`src/rtl/cg_palette_mapper.sv`:
```
// cg_palette_mapper: colour index to RGB via a palette, with 2-strobe aligned sync/blank/DE.
// Define CG_PAL_LOADER_EN to make the palette writable from the ioctl download stream.
module cg_palette_mapper #(
  parameter int IDX_W = 4,
  parameter int CH_W = 8,
  parameter logic [7:0] LD_IDX = 8'd3
) (
  input  logic             clk_sys,
  input  logic             reset_n,
  input  logic             ce_pix,
  input  logic             pixel,
  input  logic [IDX_W-1:0] color,
  input  logic [IDX_W-1:0] bg_idx,
  input  logic             hs_in,
  input  logic             vs_in,
  input  logic             hb_in,
  input  logic             vb_in,
  input  logic             de_in,
  output logic [CH_W-1:0]  r_out,
  output logic [CH_W-1:0]  g_out,
  output logic [CH_W-1:0]  b_out,
  output logic             hs_out,
  output logic             vs_out,
  output logic             hb_out,
  output logic             vb_out,
  output logic             de_out,
  input  logic             ld_go,
  input  logic [7:0]       ld_index,
  input  logic             ld_wr,
  input  logic [7:0]       ld_data,
  output logic             ld_done
);
  localparam int N = 2 ** IDX_W;
  function automatic logic [3*CH_W-1:0] def_rgb(input int i);
    logic [23:0] c;
    case (i % 16)
      0: c = 24'h5E5E5E;
      1: c = 24'h7CFFEA;
      2: c = 24'hCB265E;
      3: c = 24'hEAEAEA;
      4: c = 24'hFFF23D;
      5: c = 24'hABFF4A;
      6: c = 24'hEB6F2B;
      7: c = 24'hEAFF27;
      8: c = 24'h2F53FF;
      9: c = 24'hBCDFFF;
      10: c = 24'hC74EFF;
      11: c = 24'h8A67FF;
      12: c = 24'h8C8C8C;
      13: c = 24'h1FC48C;
      14: c = 24'h9820FF;
      default: c = 24'hFFFFFF;
    endcase
    return {c[23 -: CH_W], c[15 -: CH_W], c[7 -: CH_W]};
  endfunction
  logic [3*CH_W-1:0] pal [N];
  logic [IDX_W-1:0] idx_q;
  logic [4:0] sync_q, sync_o;
  logic [3*CH_W-1:0] rgb;
  // sync_q/sync_o bit order: {hs, vs, hb, vb, de}
  always_ff @(posedge clk_sys or negedge reset_n)
    if (!reset_n) begin
      idx_q <= '0;
      sync_q <= '0;
      sync_o <= '0;
      rgb <= '0;
    end else if (ce_pix) begin
      idx_q <= pixel ? color : bg_idx;
      sync_q <= {hs_in, vs_in, hb_in, vb_in, de_in};
      rgb <= (sync_q[2] | sync_q[1]) ? '0 : pal[idx_q];
      sync_o <= sync_q;
    end
  assign {r_out, g_out, b_out} = rgb;
  assign {hs_out, vs_out, hb_out, vb_out, de_out} = sync_o;
`ifdef CG_PAL_LOADER_EN
  typedef enum logic [1:0] {IDLE, LOAD, DONE} state_t;
  state_t state, state_nx;
  logic go_q, sel, wr_ok;
  logic [1:0] byte_cnt;
  logic [IDX_W:0] entry_cnt;
  logic [CH_W-1:0] r_b, g_b;
  logic unused_ld;
  assign unused_ld = &{1'b0, ld_data};
  assign sel = ld_index == LD_IDX;
  assign wr_ok = state == LOAD && ld_wr && ld_go && sel && entry_cnt < (IDX_W+1)'(N);
  assign ld_done = state == DONE && entry_cnt != '0;
  always_ff @(posedge clk_sys or negedge reset_n)
    if (!reset_n) state <= IDLE;
    else state <= state_nx;
  always_comb begin
    state_nx = state;
    if (state == IDLE) state_nx = (ld_go && !go_q && sel) ? LOAD : IDLE;
    else if (state == LOAD) state_nx = (!ld_go && go_q) ? DONE : LOAD;
    else state_nx = IDLE;
  end
  // Bytes stage in r_b/g_b so a palette entry only ever changes as a whole.
  always_ff @(posedge clk_sys or negedge reset_n)
    if (!reset_n) begin
      go_q <= 1'b0;
      byte_cnt <= '0;
      entry_cnt <= '0;
      r_b <= '0;
      g_b <= '0;
      for (int i = 0; i < N; i++) pal[i] <= def_rgb(i);
    end else begin
      go_q <= ld_go;
      if (state == IDLE && state_nx == LOAD) begin
        byte_cnt <= '0;
        entry_cnt <= '0;
      end else if (wr_ok) begin
        byte_cnt <= (byte_cnt == 2'd2) ? 2'd0 : byte_cnt + 2'd1;
        if (byte_cnt == 2'd0) r_b <= ld_data[7 -: CH_W];
        if (byte_cnt == 2'd1) g_b <= ld_data[7 -: CH_W];
        if (byte_cnt == 2'd2) begin
          pal[entry_cnt[IDX_W-1:0]] <= {r_b, g_b, ld_data[7 -: CH_W]};
          entry_cnt <= entry_cnt + 1'b1;
        end
      end
    end
`else
  logic unused_ld;
  assign unused_ld = &{1'b0, ld_go, ld_index, ld_wr, ld_data};
  assign ld_done = 1'b0;
  for (genvar k = 0; k < N; k++) begin : g_rom
    assign pal[k] = def_rgb(k);
  end
`endif
endmodule

```
`config.mk`:
```
export PLATFORM = sky130hd
export DESIGN_NAME = cg_palette_mapper
export DESIGN_NICKNAME = d
export VERILOG_FILES = /design/src/rtl/cg_palette_mapper.sv
export SDC_FILE = /design/constraint.sdc
export NUM_CORES = 1
export LEC_CHECK = 0
export ABC_AREA = 0
export BUFFER_PORTS_ARGS = -buffer_cell sky130_fd_sc_hd__clkbuf_2
export CELL_PAD_IN_SITES_DETAIL_PLACEMENT = 1
export CELL_PAD_IN_SITES_GLOBAL_PLACEMENT = 2
export CORE_MARGIN = 5
export CORE_UTILIZATION = 33
export DETAILED_ROUTE_END_ITERATION = 10
export PLACE_DENSITY = 0.91
export SLEW_MARGIN = 20
export SYNTH_ARGS = -nofsm -noshare
export SYNTH_HDL_FRONTEND = slang
export SYNTH_SLANG_ARGS = --single-unit
```
`constraint.sdc`:
```
create_clock -name clk_sys -period 2.6 [get_ports clk_sys]
set_input_delay 0.39 -clock clk_sys [delete_from_list [all_inputs] [get_ports clk_sys]]
set_output_delay 0.39 -clock clk_sys [all_outputs]
set_load 0.01 [all_outputs]
```
==> impl_metrics.csv, run 1 <==
group,metric,value,unit
timing,finalMaxSlewViolations,0,
floorplanning,dieArea,0.007574,sq mm
timing,setup_viol,0,
route,first_pass_iters,4,
layout,fill_cells,667,
layout,drive_gt1_share,32.11,%
power_and_ir_drop,p_leak,1.189,nW
route,routed_via_density,5.102,
synthesis,ys_seq_area_share,48.56,%
timing,min_period,1849,ps
synthesis,syn_avg_cell_area,11.06,sq um
place,hpwl,3364,um
worst_setup_path,worst_ep_arrival_time,2050,ps
synthesis,yosys_register_bits,38,
route,ant_nets,0,
clock_tree,clockRootBuffer,"clkbuf_8",
worst_setup_path,startpoint,"idx_q[0]$_DFFE_PN0P_",
worst_setup_path,cp-start-kind,"register",
power_and_ir_drop,power.share.clock,36.2,%
power_and_ir_drop,ir_drop,369.9,uV
worst_setup_path,r2r-start,"idx_q[0]$_DFFE_PN0P_",
floorplanning,die_y,87.03,um
synthesis,synth_area,0.001958,sq mm
global_routing,grt.total_usage,13.28,%
global_routing,grt_pass1_vias,1640,
hold_path,hp-class,"in -> async",
worst_setup_path,end_kind,"register",
floorplanning,ioPinCount,65,
power_and_ir_drop,switching_power,481.8,uW
clock_tree,clockBufferDepth,2,
worst_setup_path,worst_ep_required_time,2800,ps
floorplanning,core,0.005851,sq mm
clock_tree,cts_tree,"built",
power_and_ir_drop,pwr-share-comb,20.8,%
worst_setup_path,path_max_fanout,13,
global_routing,grt_max_degree,39,
layout,area_growth,21.02,%
route,wl_per_cell,15.93,um
timing,max_freq,540.8,MHz
synthesis,syn_nets,223,
synthesis,synthTopCellsByArea,"dfrtp_1 (49%), ha_1 (7.0%), mux2_2 (6.3%)",
layout,postLayoutCoreUtil,40.50,%
floorplanning,die_w,87.03,um
power_and_ir_drop,p_int,1.204,mW
synthesis,postSynthCellCount,177,
floorplanning,initial_core_util,33.47,%
layout,final_cell_mix,"clkbuf_2 (45), dfrtp_1 (38), o2bb2ai_1 (14), a21oi_1 (14)",
place,portBuffers,45,
route,drc,0,
clock_tree,clkLatencyLatePin,300,ps
clock_tree,cts_sinks,38,
clock_tree,postCtsSetupRepairBufs,0,
layout,diodes,0,
global_routing,antenna_found_initial,0,
synthesis,ys_warn_count,0,
place,place.gp.congestion,0.7515,
clock_tree,cts_hold_buffers,0,
clock_tree,cts_resized,0,
timing,rsz0062_at_grt,"no",
run_status,status,"complete, no violations",
timing,fin_crit_sh,71.12,%
route,drt-initial-drc-count,32,
route,num_vias,1495,
synthesis,synth_cell_types,33,
layout,final_nets,263,
flow_run,drv_cap,0,
timing,fin_skew,5.595,ps
floorplanning,num_rows,28,
layout,mostFrequentLayoutCell,"clkbuf_2",
timing,worst-slew-pin-transition,944.5,ps
clock_tree,numCtsBuffers,5,
power_and_ir_drop,power_frac_seq,42.9,%
global_routing,gr-total-overflow,0,
route,routed_wl,4667,um
timing,hold_viol,0,
synthesis,synth_top_cell_by_area,"dfrtp_1",
worst_setup_path,worst-setup-path-type,"reg -> reg",
clock_tree,htree_num_levels,2,
power_and_ir_drop,p_per_area,711.3,mW/mm^2
synthesis,yosysTopAreaCellShare,48.56,%
timing,fin_setup_tns,0,ps
clock_tree,cts.clk_slew.worst_paths,80,ps
power_and_ir_drop,netSwitchingFraction,28.58,%
global_routing,grt_pass1_wl,7969,um
timing,slew_headroom,37.04,%
per-stage QoR:
stage | instances | instance area (sq um) | hold slack, ps | setup slack (ps) | total power, mW
6_report | 293 | 2370 | 227.7 | 750.9 | 1.686
5_1_grt | 293 | 2370 | 296.7 | 543.7 | 1.783
4_1_cts | 293 | 2370 | 254.8 | 757.5 | 1.706
3_5_place_dp | 285 | 2232 | 472.9 | 772.3 | 1.093
3_3_place_gp | 285 | 2232 | 467.3 | 781.3 | 1.079
2_1_floorplan | 177 | 1958 | 94.41 | 949.5 | 0.9485
Yosys cell counts:
cell type and number:
nor3b_1 1, a211o_1 1, nor3_1 3, or3b_1 1, ha_1 11, a31oi_1 2
and2_1 1, o211a_1 3, o32ai_1 3, o2bb2ai_1 14, or2_2 2, o211ai_1 1
a211oi_1 2, o21bai_1 2, buf_2 3, nor2b_1 3, o22ai_1 1, mux2_2 11
nand2_1 6, conb_1 1, clkbuf_1 10, a21oi_1 14, nor2_1 6, o21bai_4 1
dfrtp_1 38, buf_4 2, o21ai_0 1, a21o_1 3, nand2b_1 8, a22o_1 4
mux2i_1 7, o31ai_1 1, inv_1 10
worst max-delay path, cell delays in order, from the launching register on:
cell and delay (ps):
dfrtp_1 620, inv_1 240, ha_1 350, nand2b_1 170
o211a_1 150, o32ai_1 220
per-layer routing:
| metal | vias up | share of wire, % | GRT usage (%) |
|---|---|---|---|
| met5 | - | 0 | 0 |
| met3 | 5 | 4.9 | 4.163 |
| met4 | 0 | 1.1 | 3.824 |
| li1 | 705 | - | - |
| met2 | 30 | 49 | 22.64 |
| met1 | 755 | 45 | 16.04 |
flip-flops by register name, summed over array words and instances (netlist names):
register	cells
idx_q	4
rgb	24
sync_q	5
sync_o	5
final timing paths:
kind | cells after the start | slack [ps] | end
min in group clk_sys | 2 | 320 | sync_q[4]$_DFFE_PN0P_
max | 5 | 750 | rgb[11]$_DFFE_PN0P_
min reg2reg | 1 | 490 | rgb[14]$_DFFE_PN0P_
max in group asynchronous | 1 | 1790 | rgb[5]$_DFFE_PN0P_
max reg2reg | 5 | 750 | rgb[11]$_DFFE_PN0P_
min | 1 | 230 | sync_q[2]$_DFFE_PN0P_
area by class of cell:
| class | instances | area (sq um) | share of cell area, % |
|---|---|---|---|
| sequential | 38 | 950.9 | 40.13 |
| multi-input combinational | 114 | 902.1 | 38.07 |
| timing repair buffer | 48 | 247.7 | 10.45 |
| tap | 75 | 93.84 | 3.960 |
| clock buffer | 5 | 68.82 | 2.904 |
| clock inverter | 3 | 68.82 | 2.904 |
| inverter | 10 | 37.54 | 1.584 |
power groups by stage:
stage | sequential, mW | combinational (mW) | clock (mW)
6_report | 0.724 | 0.351 | 0.611
5_1_grt | 0.737 | 0.394 | 0.652
4_1_cts | 0.726 | 0.359 | 0.621
3_5_place_dp | 0.736 | 0.356 | 0
3_3_place_gp | 0.734 | 0.345 | 0
2_1_floorplan | 0.745 | 0.203 | 0
kinds of logic after synthesis:
kind of cell	count (synthesis)	share of synthesized area, %
simple gates	31	8.371
compound gates	53	20.58
fa+ha+maj	11	7.029
buf+inv	25	5.367
flops	38	48.56
mux	18	9.904
other cells	1	0.1915
Power figures use the tool's default switching activity.
==> run 2, diff against run 1 <==
- ABC_AREA: 0 -> 1
- CORE_UTILIZATION: 33 -> 25
- PLACE_DENSITY: 0.91 -> 0.82
- clock period: 2.6 -> 1.6 ns (I/O delays scaled with it)
==> run 2 against run 1 <==
Total power rose by 50%. Combinational power rose by 77%. Synthesized cell count rose by 36%. Highest routed layer unchanged.
==> impl_metrics.csv, run 2 <==
group,metric,value,unit
worst_setup_path,path_cells,"inv_1, ha_1, o21ai_2, o21ai_0, nand2_1",
layout,diodes,0,
worst_setup_path,cp_top_family,"flip-flops",
timing,setup_viol,0,
run_status,status,"complete, no violations",
place,hpwl,3925,um
synthesis,synthTopCellsByArea,"dfrtp_1 (49%), nand2_1 (20%), ha_1 (7.2%)",
global_routing,grt_pass1_vias,1854,
clock_tree,cts_tree,"built",
synthesis,async_flop_share,100.0,%
floorplanning,die_w,97.74,um
synthesis,synth_common_cells,"nand2_1 (105), dfrtp_1 (38), o21ai_0 (20), nand3_1 (16), nor2_1 (12)",
global_routing,grt.total_usage,11.76,%
layout,final_nets,341,
timing,max_freq,732.9,MHz
route,routed_via_density,4.259,
global_routing,gr-total-overflow,0,
floorplanning,die_y,97.74,um
power_and_ir_drop,netSwitchingFraction,31.09,%
synthesis,ys_seq_area_share,49.41,%
synthesis,yosysMostFrequentCell,"nand2_1",
place,placed_area,0.002308,sq mm
place,placed_cells,389,
worst_setup_path,critPathSlowestCell,"dfrtp_1",
worst_setup_path,end_kind,"register",
layout,final_area,0.002429,sq mm
clock_tree,clockRootBuffer,"clkbuf_8",
floorplanning,num_rows,32,
synthesis,postSynthCellCount,241,
synthesis,synth_top_cell_by_area,"dfrtp_1",
layout,final_cell_mix,"nand2_1 (105), clkbuf_2 (45), dfrtp_1 (38), o21ai_0 (20), nand3_1 (16)",
layout,fin_cells,398,
synthesis,yosysTopAreaCellShare,49.41,%
timing,fin_setup_tns,0,ps
place,place.gp.congestion,0.7618,
synthesis,ys_warn_count,0,
route,drt-initial-drc-count,71,
flow_run,drv_cap,0,
synthesis,synth_cell_types,21,
clock_tree,cts.clk_slew.worst_paths,70,ps
synthesis,syn_nets,287,
clock_tree,numCtsBuffers,5,
global_routing,antenna_found_initial,0,
power_and_ir_drop,switching_power,788.4,uW
synthesis,syn_avg_cell_area,7.985,sq um
timing,fin_crit_sh,85.27,%
route,routed_wl,5186,um
worst_setup_path,worst-setup-path-type,"reg -> reg",
layout,largest-register,"rgb",
synthesis,synth_edf_count,0,
route,drc,0,
power_and_ir_drop,p_int,1.748,mW
timing,finalMaxSlewViolations,0,
floorplanning,dieArea,0.009552,sq mm
clock_tree,cts_sinks,38,
power_and_ir_drop,p_per_area,1044,mW/mm^2
power_and_ir_drop,ir_drop,275.7,uV
floorplanning,core,0.007607,sq mm
power_and_ir_drop,power.share.clock,30.3,%
power_and_ir_drop,pwr-share-comb,24.5,%
synthesis,synth_area,0.001924,sq mm
route,wl_per_cell,13.03,um
worst_setup_path,worst_ep_required_time,1770,ps
place,portBuffers,45,
route,num_vias,1695,
global_routing,grt_pass1_wl,9156,um
power_and_ir_drop,p_leak,1.317,nW
route,ant_nets,0,
timing,fin_skew,4.561,ps
clock_tree,clkLatencyLatePin,290,ps
synthesis,yosys_register_bits,38,
worst_setup_path,crit_path_max_incr_delay,380,ps
layout,area_growth,26.20,%
worst_setup_path,cp-start-kind,"register",
clock_tree,postCtsSetupRepairBufs,0,
layout,top_regs,"rgb: 24 flops, sync_o: 5 flops, sync_q: 5 flops",
worst_setup_path,crit_buf_inv,1,
synthesis,ys.flop_type,"dfrtp_1",
route,first_pass_iters,6,
clock_tree,clockBufferDepth,2,
worst_setup_path,worst_ep_arrival_time,1540,ps
clock_tree,htree_num_levels,2,
hold_path,hp-class,"in -> reg",
layout,largest_reg_flops,24,
floorplanning,initial_core_util,25.30,%
layout,drive_gt1_share,25.00,%
timing,min_period,1364,ps
floorplanning,ioPinCount,65,
timing,rsz0062_at_grt,"no",
power_and_ir_drop,power_frac_seq,45.2,%
worst_setup_path,path_max_fanout,7,
global_routing,grt_max_degree,22,
timing,hold_viol,0,
layout,mostFrequentLayoutCell,"nand2_1",
run 2: cell count changes after synthesis, moves of 7 or more:
cell and change:
clkbuf_1 -10, a21oi_1 -12, mux2i_1 -7, nand2_1 +99, o2bb2ai_1 -14, nand2b_1 -8, nand3_1 +16, o21ai_0 +19
mux2_2 -11
run 2: cells by family after synthesis:
family	count (synthesis)	share of synthesized area [%]
AND/OR/NAND/NOR	137	28.48
AO/OA/AOI/OAI	31	8.518
buffers and inverters	23	6.242
flip-flops	38	49.41
other	1	0.1949
adder cells (fa/ha/maj)	11	7.152
run 2: tightest hold or removal path: stages:
cell	delay (ps)
clkbuf_2	70
nand2_1	40
nand2_1	50
run 2: area by class of cell:
cell class	instances	area [sq um]
repair buffers	58	337.8
clock buffers	8	110.1
flip-flops and latches	38	950.9
inverters	12	48.80
fillers	958	5179
well taps	102	127.6
multi-input cells	180	853.3
run 2: worst paths after layout:
check | cells past startpoint | from | slack, ps | endpoint
worst max register to register | 5 | idx_q[1]$_DFFE_PN0P_ | 240 | rgb[5]$_DFFE_PN0P_
min in group asynchronous | 2 | reset_n | 440 | rgb[23]$_DFFE_PN0P_
max in group asynchronous | 3 | reset_n | 670 | sync_q[3]$_DFFE_PN0P_
worst max-delay path | 5 | idx_q[1]$_DFFE_PN0P_ | 240 | rgb[5]$_DFFE_PN0P_
worst min register to register | 2 | sync_q[0]$_DFFE_PN0P_ | 470 | sync_q[0]$_DFFE_PN0P_
worst min-delay path | 3 | vs_in | 150 | sync_q[3]$_DFFE_PN0P_
run 2: timing repair:
action | CTS | global route
endpoints found under the hold margin | 17 | 0
resized for setup | 0 | 0
hold buffers | 1 | 0
run 2: power groups by stage:
stage | combinational (mW) | clock [mW] | sequential (mW)
after floorplan | 0.313 | 0 | 1.21
after global placement | 0.619 | 0 | 1.16
after detailed placement | 0.634 | 0 | 1.17
after CTS | 0.641 | 0.805 | 1.15
after global routing | 0.717 | 0.853 | 1.16
final | 0.621 | 0.769 | 1.15
run 2: layer usage:
metal / global-route usage [%] / vias to the layer above / wire length, um
li1: - / 867 / -
met1: 15.27 / 781 / 2473
met5: 0 / - / 0
met3: 3.357 / 6 / 235
met2: 19.08 / 41 / 2415
met4: 3.514 / 0 / 61
run 2: through the flow:
step | power (mW) | utilization, % | hold WS [ps] | setup slack (ps)
finish | 2.536 | 31.92 | 147.5 | 235.6
global route | 2.733 | 31.92 | 157.0 | 92.70
detailed placement | 1.801 | 30.35 | 230.7 | 240.5
CTS | 2.594 | 31.92 | 136.1 | 217.3
global placement | 1.780 | 30.35 | 224.5 | 258.5
floorplan | 1.527 | - | -55.59 | 256.8
==> run 3, diff against run 2 <==
- BUFFER_PORTS_ARGS: -buffer_cell sky130_fd_sc_hd__clkbuf_2 -> -buffer_cell sky130_fd_sc_hd__buf_2
==> run 3 against run 2 <==
Fmax hardly changed. Highest routed layer unchanged. Sequential power hardly changed. Core utilization is 0.56 points lower. Critical path type unchanged. First-iteration DRC count is 5.6% higher. Critical path depth is 2 higher. Hold slack worse by 2.8 ps. Sequential share of layout area is 0.70 points higher. Count of clock-buffer cells in the layout is 2 lower. Global-route usage is 0.64 points lower. Cell count is 1.0% lower. Total power is 4.8% lower.
==> impl_metrics.csv, run 3 (same netlist as run 2, synthesis figures left out) <==
group,metric,value,unit
power_and_ir_drop,ir_drop,265.2,uV
power_and_ir_drop,power_frac_seq,47.3,%
clock_tree,clkLatencyLatePin,290,ps
layout,fill_cells,973,
layout,final_nets,339,
timing,finalMaxSlewViolations,0,
place,hpwl,3811,um
clock_tree,clockRootBuffer,"clkbuf_8",
floorplanning,die_w,97.74,um
floorplanning,ioPinCount,65,
timing,fin_crit_sh,85.21,%
power_and_ir_drop,switching_power,769.7,uW
timing,hold_viol,0,
global_routing,grt_pass1_vias,1748,
route,first_pass_iters,4,
layout,area_growth,23.99,%
power_and_ir_drop,p_leak,1.301,nW
clock_tree,numCtsBuffers,5,
layout,diodes,0,
global_routing,grt_max_degree,35,
clock_tree,cts.clk_slew.worst_paths,70,ps
timing,worst-slew-pin-transition,556.5,ps
timing,holdWs,144.7,ps
worst_setup_path,worst-setup-path-type,"reg -> reg",
clock_tree,cts_sinks,38,
global_routing,antenna_found_initial,0,
power_and_ir_drop,p_per_area,1011,mW/mm^2
clock_tree,postCtsSetupRepairBufs,0,
place,pre_cts_ws,247.3,ps
layout,top_regs,"rgb: 24 flops, sync_o: 5 flops, sync_q: 5 flops",
timing,setup_viol,0,
route,ant_nets,0,
timing,rsz0062_at_grt,"no",
timing,max_freq,733.5,MHz
global_routing,gr-total-overflow,0,
hold_path,hp-class,"in -> reg",
floorplanning,initial_core_util,25.30,%
floorplanning,num_rows,32,
floorplanning,die_y,97.74,um
timing,slew_headroom,62.84,%
worst_setup_path,rr_worst_depth,7,
place,place.gp.congestion,0.7709,
timing,setup_ws,236.6,ps
route,drc,0,
power_and_ir_drop,pwr-share-comb,25.6,%
floorplanning,dieArea,0.009552,sq mm
route,num_vias,1699,
clock_tree,htree_num_levels,2,
clock_tree,cts_tree,"built",
route,wl_per_cell,12.82,um
floorplanning,core,0.007607,sq mm
run_status,status,"complete, no violations",
layout,drive_gt1_share,23.97,%
hold_path,worstHoldStart,"de_in",
clock_tree,clockBufferDepth,2,
place,portBuffers,45,
timing,fin_setup_tns,0,ps
global_routing,grt_pass1_wl,8728,um
power_and_ir_drop,power.share.clock,27.1,%
timing,min_period,1363,ps
route,drt-initial-drc-count,75,
hold_path,holdPathEnd,"sync_q[0]$_DFFE_PN0P_",
layout,largest-register,"rgb",
timing,fin_skew,5.203,ps
flow_run,drv_cap,0,
worst_setup_path,end_kind,"register",
worst_setup_path,path_max_fanout,7,
worst_setup_path,startpoint,"idx_q[1]$_DFFE_PN0P_",
worst_setup_path,worst_ep_arrival_time,1540,ps
worst_setup_path,r2r-start,"idx_q[1]$_DFFE_PN0P_",
route,routed_via_density,4.312,
route,routed_wl,5051,um
layout,multi_input_comb_area,853.3,sq um
layout,mostFrequentLayoutCell,"nand2_1",
power_and_ir_drop,p_int,1.644,mW
layout,seq_area,950.9,sq um
layout,largest_reg_flops,24,
layout,postLayoutCoreUtil,31.37,%
layout,final_cell_mix,"nand2_1 (105), buf_2 (45), dfrtp_1 (38), o21ai_0 (20), nand3_1 (16)",
worst_setup_path,ff2ff_setup_slack,240,ps
global_routing,grt.total_usage,11.12,%
worst_setup_path,r2r-end,"rgb[10]$_DFFE_PN0P_",
worst_setup_path,worst_ep_required_time,1780,ps
power_and_ir_drop,netSwitchingFraction,31.89,%
hold_path,hold_depth,3,
worst_setup_path,cp-start-kind,"register",
==> run 3: changes by cell type in the layout (fill, tap and decap cells not counted), sizes merged <==
cell    change
clkbuf     -47
buf        +43
==> run 3: area by class of cell <==
| type | instances | area share, % |
|---|---|---|
| clock buffer | 6 | 3.461 |
| inverter | 12 | 2.045 |
| multi-input combinational | 180 | 35.76 |
| sequential | 38 | 39.85 |
| tap | 102 | 5.349 |
| timing repair buffer | 56 | 13.53 |
==> run 3: power by group through the flow <==
stage	logic [mW]	clock network, mW	registers, mW
3_5_place_dp	0.633	0	1.16
3_3_place_gp	0.619	0	1.16
6_report	0.618	0.655	1.14
4_1_cts	0.638	0.674	1.14
5_1_grt	0.706	0.739	1.16
2_1_floorplan	0.313	0	1.21
==> run 3: timing repair <==
item                                    CTS  global route
resized for setup                         0             0
endpoints found under the setup margin    0             0
hold buffers                              1             0
endpoints found under the hold margin    17             0
==> run 3: how the worst max path moves through the flow <==
stage,endpoint,slack [ps],depth (start not counted)
floorplan,rgb[11]$_DFFE_PN0P_,260,8
global placement,rgb[22]$_DFFE_PN0P_,260,5
detailed placement,rgb[10]$_DFFE_PN0P_,250,7
CTS,rgb[10]$_DFFE_PN0P_,240,7
global route,rgb[18]$_DFFE_PN0P_,120,7
finish,rgb[10]$_DFFE_PN0P_,240,7
==> run 3: metrics by stage <==
step	power (mW)	area, sq um	cells
after global placement	1.774	2293	387
after floorplan	1.527	1924	241
after detailed placement	1.794	2293	387
final	2.413	2386	394
after global routing	2.604	2386	394
after CTS	2.455	2386	394
==> run 3: worst max-delay path, cell delays in order, from the launching register on <==
cell,delay [ps]
dfrtp_1,380
inv_1,220
ha_1,320
nand2_2,80
nand2_1,70
nand2_1,50
nand3_1,90
nand2_1,50
==> run 3: routing by layer <==
metal / up-vias / global-route usage (%) / wire, um
met4: 0 / 2.556 / 49
met1: 793 / 15.01 / 2418
li1: 860 / - / -
met5: - / 0 / 0
met2: 39 / 17.71 / 2360
met3: 7 / 3.214 / 222
